[src/rtl/mc_scpu_ctrl.sv]
// mc_scpu_ctrl: multi-cycle control unit for a small RV32I subset (FETCH/DECODE/EXEC/MEM/WB/HALT).
// Optional memory-wait timeout is enabled by defining MC_SCPU_CTRL_TIMEOUT_EN.
module mc_scpu_ctrl #(
    parameter int MEM_WAIT_MAX = 15,
    parameter int STATE_W      = 3
) (
    input  logic               clk,
    input  logic               rst_n,
    input  logic [4:0]         OPcode,
    input  logic [2:0]         Fun3,
    input  logic               Fun7,
    input  logic               MIO_ready,
    input  logic               zero,
    output logic               PCWrite,
    output logic               IRWrite,
    output logic               RegWrite,
    output logic               MemRW,
    output logic               CPU_MIO,
    output logic [2:0]         ImmSel,
    output logic [1:0]         ALUSrc_A,
    output logic [1:0]         ALUSrc_B,
    output logic [1:0]         MemtoReg,
    output logic               PCSrc,
    output logic [3:0]         ALU_Control,
    output logic [STATE_W-1:0] state,
    output logic               illegal,
    output logic               bus_err
);

    typedef enum logic [2:0] {
        S_FETCH  = 3'd0,
        S_DECODE = 3'd1,
        S_EXEC   = 3'd2,
        S_MEM    = 3'd3,
        S_WB     = 3'd4,
        S_HALT   = 3'd5
    } state_t;

    localparam logic [4:0] OP_R      = 5'b01100;
    localparam logic [4:0] OP_I      = 5'b00100;
    localparam logic [4:0] OP_LOAD   = 5'b00000;
    localparam logic [4:0] OP_STORE  = 5'b01000;
    localparam logic [4:0] OP_BRANCH = 5'b11000;
    localparam logic [4:0] OP_JAL    = 5'b11011;
    localparam logic [4:0] OP_JALR   = 5'b11001;
    localparam logic [4:0] OP_LUI    = 5'b01101;
    localparam logic [4:0] OP_AUIPC  = 5'b00101;

    localparam logic [2:0] IMM_I = 3'b000;
    localparam logic [2:0] IMM_S = 3'b001;
    localparam logic [2:0] IMM_B = 3'b010;
    localparam logic [2:0] IMM_J = 3'b011;
    localparam logic [2:0] IMM_U = 3'b100;

    localparam logic [3:0] ALU_ADD = 4'b0000;
    localparam logic [3:0] ALU_SUB = 4'b1000;

    localparam logic [1:0] SRC_A_RS1  = 2'd0;
    localparam logic [1:0] SRC_A_PC   = 2'd1;
    localparam logic [1:0] SRC_A_ZERO = 2'd2;
    localparam logic [1:0] SRC_B_RS2  = 2'd0;
    localparam logic [1:0] SRC_B_IMM  = 2'd1;

    localparam logic [1:0] WB_ALU = 2'd0;
    localparam logic [1:0] WB_MEM = 2'd1;
    localparam logic [1:0] WB_PC4 = 2'd2;

    function automatic logic is_legal_op(input logic [4:0] op);
        case (op)
            OP_R, OP_I, OP_LOAD, OP_STORE, OP_BRANCH,
            OP_JAL, OP_JALR, OP_LUI, OP_AUIPC: is_legal_op = 1'b1;
            default:                           is_legal_op = 1'b0;
        endcase
    endfunction

    // Immediate-form ops have no sub; Fun7 only selects srai over srli.
    function automatic logic [3:0] ri_alu_ctrl(input logic [4:0] op, input logic [2:0] f3,
                                               input logic f7);
        if (op == OP_R) begin
            ri_alu_ctrl = {f7, f3};
        end else if (f3 == 3'b101) begin
            ri_alu_ctrl = {f7, f3};
        end else begin
            ri_alu_ctrl = {1'b0, f3};
        end
    endfunction

    function automatic logic is_cond_supported(input logic [2:0] f3);
        case (f3)
            3'b000, 3'b001: is_cond_supported = 1'b1;
            default:        is_cond_supported = 1'b0;
        endcase
    endfunction

    state_t     state_r;
    state_t     state_nxt_s;
    logic       illegal_r;
    logic       set_illegal_s;
    logic       branch_taken_s;
    logic       wait_expired_s;

    logic       pc_write_s;
    logic       ir_write_s;
    logic       reg_write_s;
    logic       mem_rw_s;
    logic       cpu_mio_s;
    logic [2:0] imm_sel_s;
    logic [1:0] alu_src_a_s;
    logic [1:0] alu_src_b_s;
    logic [1:0] mem_to_reg_s;
    logic       pc_src_s;
    logic [3:0] alu_ctrl_s;

`ifdef MC_SCPU_CTRL_TIMEOUT_EN
    localparam int WAIT_W = (MEM_WAIT_MAX > 2) ? $clog2(MEM_WAIT_MAX) : 1;

    logic [WAIT_W-1:0] wait_cnt_r;
    logic              stall_s;
    logic              bus_err_r;

    assign stall_s        = ((state_r == S_FETCH) || (state_r == S_MEM)) && !MIO_ready;
    assign wait_expired_s = (wait_cnt_r == WAIT_W'(MEM_WAIT_MAX - 1));

    // Consecutive stall cycles within one FETCH/MEM visit; any state change restarts it.
    always_ff @(posedge clk or negedge rst_n) begin
        if (!rst_n) begin
            wait_cnt_r <= '0;
        end else if (stall_s && (state_nxt_s == state_r)) begin
            wait_cnt_r <= wait_cnt_r + WAIT_W'(1);
        end else begin
            wait_cnt_r <= '0;
        end
    end

    // Sticky bus error, raised on the stall cycle that exhausts the budget.
    always_ff @(posedge clk or negedge rst_n) begin
        if (!rst_n) begin
            bus_err_r <= 1'b0;
        end else if (stall_s && wait_expired_s) begin
            bus_err_r <= 1'b1;
        end else begin
            bus_err_r <= bus_err_r;
        end
    end

    assign bus_err = bus_err_r;
`else
    assign wait_expired_s = 1'b0;
    assign bus_err        = 1'b0;
`endif

    // Branch resolution for the two supported conditions (beq, bne).
    always_comb begin
        branch_taken_s = 1'b0;
        case (Fun3)
            3'b000:  branch_taken_s = zero;
            3'b001:  branch_taken_s = !zero;
            default: branch_taken_s = 1'b0;
        endcase
    end

    // Next-state and strobe decode; strobes are forced low while reset is held.
    always_comb begin
        state_nxt_s   = state_r;
        set_illegal_s = 1'b0;
        pc_write_s    = 1'b0;
        ir_write_s    = 1'b0;
        reg_write_s   = 1'b0;
        mem_rw_s      = 1'b0;
        cpu_mio_s     = 1'b0;
        imm_sel_s     = IMM_I;
        alu_src_a_s   = SRC_A_RS1;
        alu_src_b_s   = SRC_B_RS2;
        mem_to_reg_s  = WB_ALU;
        pc_src_s      = 1'b0;
        alu_ctrl_s    = ALU_ADD;
        if (rst_n) begin
            case (state_r)
                S_FETCH: begin
                    cpu_mio_s = 1'b1;
                    if (MIO_ready) begin
                        ir_write_s  = 1'b1;
                        pc_write_s  = 1'b1;
                        state_nxt_s = S_DECODE;
                    end else if (wait_expired_s) begin
                        state_nxt_s = S_HALT;
                    end else begin
                        state_nxt_s = S_FETCH;
                    end
                end
                S_DECODE: begin
                    if (is_legal_op(OPcode)) begin
                        state_nxt_s = S_EXEC;
                    end else begin
                        set_illegal_s = 1'b1;
                        state_nxt_s   = S_HALT;
                    end
                end
                S_EXEC: begin
                    case (OPcode)
                        OP_R: begin
                            alu_ctrl_s  = ri_alu_ctrl(OPcode, Fun3, Fun7);
                            state_nxt_s = S_WB;
                        end
                        OP_I: begin
                            alu_ctrl_s  = ri_alu_ctrl(OPcode, Fun3, Fun7);
                            alu_src_b_s = SRC_B_IMM;
                            state_nxt_s = S_WB;
                        end
                        OP_LOAD, OP_STORE: begin
                            alu_src_b_s = SRC_B_IMM;
                            imm_sel_s   = (OPcode == OP_STORE) ? IMM_S : IMM_I;
                            state_nxt_s = S_MEM;
                        end
                        OP_BRANCH: begin
                            alu_ctrl_s = ALU_SUB;
                            imm_sel_s  = IMM_B;
                            if (is_cond_supported(Fun3)) begin
                                pc_write_s  = branch_taken_s;
                                pc_src_s    = branch_taken_s;
                                state_nxt_s = S_FETCH;
                            end else begin
                                set_illegal_s = 1'b1;
                                state_nxt_s   = S_HALT;
                            end
                        end
                        OP_JAL, OP_JALR: begin
                            imm_sel_s   = (OPcode == OP_JAL) ? IMM_J : IMM_I;
                            alu_src_a_s = (OPcode == OP_JAL) ? SRC_A_PC : SRC_A_RS1;
                            alu_src_b_s = SRC_B_IMM;
                            pc_write_s  = 1'b1;
                            pc_src_s    = 1'b1;
                            state_nxt_s = S_WB;
                        end
                        OP_LUI, OP_AUIPC: begin
                            imm_sel_s   = IMM_U;
                            alu_src_a_s = (OPcode == OP_LUI) ? SRC_A_ZERO : SRC_A_PC;
                            alu_src_b_s = SRC_B_IMM;
                            state_nxt_s = S_WB;
                        end
                        default: begin
                            set_illegal_s = 1'b1;
                            state_nxt_s   = S_HALT;
                        end
                    endcase
                end
                S_MEM: begin
                    cpu_mio_s = 1'b1;
                    mem_rw_s  = (OPcode == OP_STORE);
                    if (MIO_ready) begin
                        state_nxt_s = (OPcode == OP_STORE) ? S_FETCH : S_WB;
                    end else if (wait_expired_s) begin
                        state_nxt_s = S_HALT;
                    end else begin
                        state_nxt_s = S_MEM;
                    end
                end
                S_WB: begin
                    reg_write_s = 1'b1;
                    case (OPcode)
                        OP_LOAD:          mem_to_reg_s = WB_MEM;
                        OP_JAL, OP_JALR:  mem_to_reg_s = WB_PC4;
                        default:          mem_to_reg_s = WB_ALU;
                    endcase
                    state_nxt_s = S_FETCH;
                end
                S_HALT: begin
                    state_nxt_s = S_HALT;
                end
                default: begin
                    state_nxt_s = S_FETCH;
                end
            endcase
        end else begin
            state_nxt_s = S_FETCH;
        end
    end

    // State register.
    always_ff @(posedge clk or negedge rst_n) begin
        if (!rst_n) begin
            state_r <= S_FETCH;
        end else begin
            state_r <= state_nxt_s;
        end
    end

    // Sticky illegal-instruction flag.
    always_ff @(posedge clk or negedge rst_n) begin
        if (!rst_n) begin
            illegal_r <= 1'b0;
        end else if (set_illegal_s) begin
            illegal_r <= 1'b1;
        end else begin
            illegal_r <= illegal_r;
        end
    end

    assign state       = STATE_W'(state_r);
    assign illegal     = illegal_r;
    assign PCWrite     = pc_write_s;
    assign IRWrite     = ir_write_s;
    assign RegWrite    = reg_write_s;
    assign MemRW       = mem_rw_s;
    assign CPU_MIO     = cpu_mio_s;
    assign ImmSel      = imm_sel_s;
    assign ALUSrc_A    = alu_src_a_s;
    assign ALUSrc_B    = alu_src_b_s;
    assign MemtoReg    = mem_to_reg_s;
    assign PCSrc       = pc_src_s;
    assign ALU_Control = alu_ctrl_s;

endmodule
[config.mk]
export PLATFORM = sky130hd
export DESIGN_NAME = mc_scpu_ctrl
export DESIGN_NICKNAME = d
export VERILOG_FILES = /design/src/rtl/mc_scpu_ctrl.sv
export SDC_FILE = /design/constraint.sdc
export NUM_CORES = 1
export LEC_CHECK = 0
export CAP_MARGIN = 20
export CORE_ASPECT_RATIO = 1.1
export CORE_MARGIN = 1.5
export CORE_UTILIZATION = 36
export DETAILED_ROUTE_END_ITERATION = 8
export PLACE_DENSITY = 0.78
export SLEW_MARGIN = 25
export SYNTH_ARGS = -nofsm -noshare
export SYNTH_HDL_FRONTEND = slang
export SYNTH_SLANG_ARGS = --single-unit
export TNS_END_PERCENT = 5
[constraint.sdc]
create_clock -name clk -period 1.75 [get_ports clk]
set_input_delay 0.35 -clock clk [delete_from_list [all_inputs] [get_ports clk]]
set_output_delay 0.35 -clock clk [all_outputs]
set_load 0.02 [all_outputs]
-- After elaboration in Yosys (flattened, before gate mapping)
Memories as Yosys holds them, arrays and structs flattened.
Cells that the tools add are included.
- reductions and logical operators: 12
- shifts and indexed selects: 0
- mux-type cells: 55
- $lt $le $gt $ge: 0
- add/sub/neg operators: 0
- equality and inequality tests: 15
- div/mod/pow operators: 0
- multipliers: 0
- bitwise gates (word level): 0
- operator list (operator ; count):
    1-bit two-way mux ; 28
    3-bit two-way mux ; 7
    5-bit by 4-bit == test with 1-bit output, second input constant ; 3
    5-bit == test, second input constant ; 3
    3-bit case mux with 5 select lines ; 1
    2-bit two-way mux ; 6
    4-bit two-way mux ; 3
    3-bit case mux with 4 select lines ; 1
    4-bit case mux with 3 select lines ; 1
    5-bit by 3-bit == test with 1-bit output, second input constant ; 2
    1-bit case mux with 2 select lines ; 5
    2-bit OR reduction ; 5
    3-bit == test, second input constant ; 3
    3-bit case mux with 3 select lines ; 1
    2-bit case mux with 2 select lines ; 2
    8-bit OR reduction ; 1
    7-bit OR reduction ; 1
    3-bit by 1-bit == test with 1-bit output, second input constant ; 2
    3-bit by 2-bit == test with 1-bit output, second input constant ; 2
    3-bit logical NOT ; 2
    6-bit OR reduction ; 1
    5-bit logical NOT ; 1
    1-bit logical NOT ; 1
- bits of input ports: 13
- memories kept: 1
- output and inout port bits: 24
- memory bits (read-only): 32
- word-level logic and storage cells: 85
- flip-flop bits (word level): 4
- RAM bits: 0
- latch bits: 0
- memory list (memory ; words ; width ; rd ports ; clocked after memory_dff ; write ports ; RTL line ; source):
    (name not given) ; 32 ; 1 ; 1 ; 0 ; 0 ; 69 ; case (op)

-- Logic depth before layout (Yosys ltp)
- depth in word-level cells: 10
- gate-level depth with buffers: 6
- depth with buffers taken out: 4

-- Worst setup path before layout
OpenSTA, ideal clock, no wires.
- path kind: flip-flop to output port
- start: register state_r[0], in the netlist state[0]
- end: output ALUSrc_A[1]
- stages on the path, launching flop included: 4
- data required time: 1.400 ns
- buffers on the path: 0
- path slack: -0.236 ns
- data arrival time: 1.636 ns
- cell sequence: dfrtp_1 and4bb_2 nand2_1 nor4_1
- longest elaborated chain between the ends: 3
- RTL lines (item ; RTL line ; source):
    from (decl) ; 95 ; state_t state_r;
    from (signal assigned) ; 284 ; state_r <= state_nxt_s;
    3-bit by 2-bit == test with 1-bit output ; 178 ; case (state_r)
    2-bit two-way mux ; 178 ;
    2-bit two-way mux ; 177 ; if (rst_n) begin
    to (decl) ; 20 ; output logic [1:0] ALUSrc_A,
No other way between the ends.

-- Worst setup path in the final report
- start: input OPcode[3]
- end: output ALUSrc_A[0]
- longest elaborated chain between the ends: 5
- elaborated cells on any way between the ends: 11
- those cells by class: 4 x eq/ne; 5 x mux; 2 x reduce/logical
- RTL lines (item ; RTL line ; source):
    from (decl) ; 9 ; input logic [4:0] OPcode,
    5-bit by 4-bit == test with 1-bit output, or another cell as far along ; 200, 237 ;
    2-bit two-way mux, or another cell as far along ; 237 ; alu_src_a_s = (OPcode == OP_LUI) ? SRC_A_ZERO : SRC_A_PC;
    2-bit case mux with 2 select lines * ; 200 ; case (OPcode)
    2-bit two-way mux * ; 178 ;
    2-bit two-way mux * ; 177 ;
Mark *: on every way between the ends. The rest lies on a longest branch, timed or not.

==> results.py <==
metrics = {
    "outcome": {
        "status": "complete, but fails checks",
        "violations": "negative setup slack",
    },
    "clock_network": {
        "path_clk_slew_ps": 40,
        "cts_tree": "done",
        "cts_buffers": 3,
        "clock_path_buffers": 2,
        "cts_root_buffer": "clkbuf_4",
        "clock-sinks": 4,
        "htreeDepth": 1,
        "clk_latency_ps": 240,
    },
    "sta": {
        "setup_viol": 7,
        "fin_tns_setup_ps": -525,
        "skew_ps": 4.90,
        "period_needed_ps": 1840,
        "setup_ws_ps": -85.9,
        "fin_crit_sh": 1.05,
        "rsz0062_at_grt": "yes",
        "finalHoldViolCount": 0,
        "slew_violations": 0,
        "fmax_ghz": 0.545,
    },
    "synth": {
        "synth_common_cells": "nor2_1, nand2_1, inv_1, nor2b_1, nor3_1",
        "synth_top_area_cell": "dfrtp_1",
        "syn_area_um2": 587,
        "synthTopCellsByArea": "dfrtp_1, nor2_1, nor2b_1",
        "synth_ff_type": "dfrtp_1",
        "synth-edff-count": 0,
        "synth_area_per_cell_um2": 6.74,
        "yosysTopAreaCellShare": 0.171,
        "ys_ff_latch": 4,
        "netlist_instances": 87,
        "ys_types": 39,
        "synth-async-reset-ratio": 1.00,
        "synth.most_common_cell": "nor2_1",
        "yosysSeqAreaShare": 0.171,
        "ys_warn_count": 0,
    },
    "grt": {
        "grt_start_max_net_pins": 11,
        "track_usage": 0.245,
        "grt_pass1_wl_mm": 3.51,
        "antenna_found_initial": 0,
        "grt.overflow.total": 0,
        "use_met1": 0.273,
        "use_met3": 0.0360,
        "grt_pass1_vias": 827,
        "busiest_layer": "met2",
        "use_met2": 0.463,
    },
    "setup_path": {
        "worstPathCellList": "dlygate4sd2_1, and3b_1, buf_4, a22oi_1, nor2_1, clkdlybuf4s15_2",
        "critPathBufInv": 3,
        "slowest_delay_ps": 290,
        "cp_data_required_time_ps": 1400,
        "path_delay_family": "buffers and inverters",
        "crit_type": "input pin to output pin",
        "path_max_fanout": 5,
        "worst_setup_path_start_kind": "input pin",
        "arrival_ps": 1490,
        "crit_path_top_delay_cell": "dlygate4sd2_1",
        "endpoint_kind": "output pin",
    },
    "floorplanning": {
        "die_x_um": 41.5,
        "io_pins": 37,
        "die_area_um2": 1880,
        "core-area_um2": 1540,
        "fp.dieH_um": 45.3,
        "rows": 15,
        "start_util": 0.381,
    },
    "placed_design": {
        "dpl.hpwl_mm": 1.63,
        "dp_slack_ps": -856,
        "io_buffers": 34,
        "gp_congestion": 0.818,
    },
    "detailed_routing": {
        "vias": 862,
        "final_antenna_net_count": 0,
        "drt_iter0_drc": 17,
        "dr.pass1.iters": 4,
        "routed_wl_mm": 2.19,
        "wl_per_cell_um": 13.2,
        "drc_errors": 0,
        "vias_per_cell": 5.19,
    },
    "power": {
        "p_per_area_nw_per_um2": 389,
        "cellLeakagePower_nw": 0.614,
        "vdd_ir_drop_max_v": 0.000412,
        "finalPower_mw": 0.476,
    },
    "final_layout": {
        "diodes": 0,
        "synthToLayoutAreaGrowth_pct": 109,
        "drive_gt1_frac": 0.523,
        "nNetsFinal": 164,
    },
    "min_path": {
        "min_path_type": "input pin to async pin",
    },
    "flow_run": {
        "maxCapViolations": 0,
    },
}
## where the power goes
part | internal, mW | total (mW) | switching, mW | leakage [nW]
Combinational | 0.130 | 0.259 | 0.129 | 0.552
Clock | 0.0766 | 0.114 | 0.0370 | 0.0138
Sequential | 0.100 | 0.104 | 0.00386 | 0.0490
Total | 0.306 | 0.476 | 0.170 | 0.614
## per-stage QoR
step	util	cell area, um2	hold slack [ps]	instances
after floorplan	-	604	54.4	88
after global placement	0.741	1140	477	160
after detailed placement	0.741	1140	469	160
after CTS	0.770	1180	198	165
after global routing	0.796	1220	258	166
final	0.796	1220	220	166
## cell type report
cell class / count / area, um2
well taps: 17 / 21.3
multi-input cells: 72 / 528
flip-flops and latches: 4 / 100
inverters: 5 / 18.8
fillers: 122 / 314
clock buffers: 3 / 22.5
repair buffers: 65 / 534
## metal layers
metal / routed length, um / share of wire
met5: 0 / 0
met3: 118 / 0.054
met1: 853 / 0.39
met4: 10 / 0.0046
met2: 1210 / 0.55
## cell usage in the layout (no fill, tap or decap), drive strengths merged, types with 3 or more instances in the layout
cell type / n
buf: 47
nor2: 10
nand2: 7
dlygate4sd2: 6
clkbuf: 6
inv: 5
clkdlybuf4s50: 5
nor3: 5
nor2b: 5
a21oi: 4
dfrtp: 4
and2: 3
or3: 3
nand2b: 3
nand3: 3
a211oi: 3
or2: 3
## registers in the layout (all words and copies together), names as in the netlist
name / flops
state: 3
illegal: 1
## worst paths after layout
kind                           start     endpoint  slack [ps]  cells past startpoint
setup / recovery           OPcode[3]  ALUSrc_A[0]         -90                      6
hold / removal                 rst_n     state[2]         220                      2
setup reg to reg            state[2]     state[2]         180                      5
hold reg to reg              illegal      illegal         480                      2
max in group asynchronous      rst_n      illegal        1430                      2
min in group clk             illegal      illegal         480                      2
## repair_timing
item | CTS | global route
hold buffers | 0 | 0
resized for setup | 108 | 25
pin swaps | 7 | 4
endpoints found under the setup margin | 20 | 22
buffers inserted | 2 | 1
## kinds of logic (layout without fill, tap and decap cells)
| logic type | count (synthesis) | in the layout | share of synthesized area |
|---|---|---|---|
| compound gates | 18 | 18 | 0.220 |
| xor+xnor | 1 | 1 | 0.0149 |
| buf+inv | 12 | 73 | 0.0938 |
| flops | 4 | 4 | 0.171 |
| mux | 1 | 1 | 0.0171 |
| other cells | 1 | 2 | 0.00639 |
| simple gates | 50 | 50 | 0.478 |
Power figures use the tool's default switching activity.
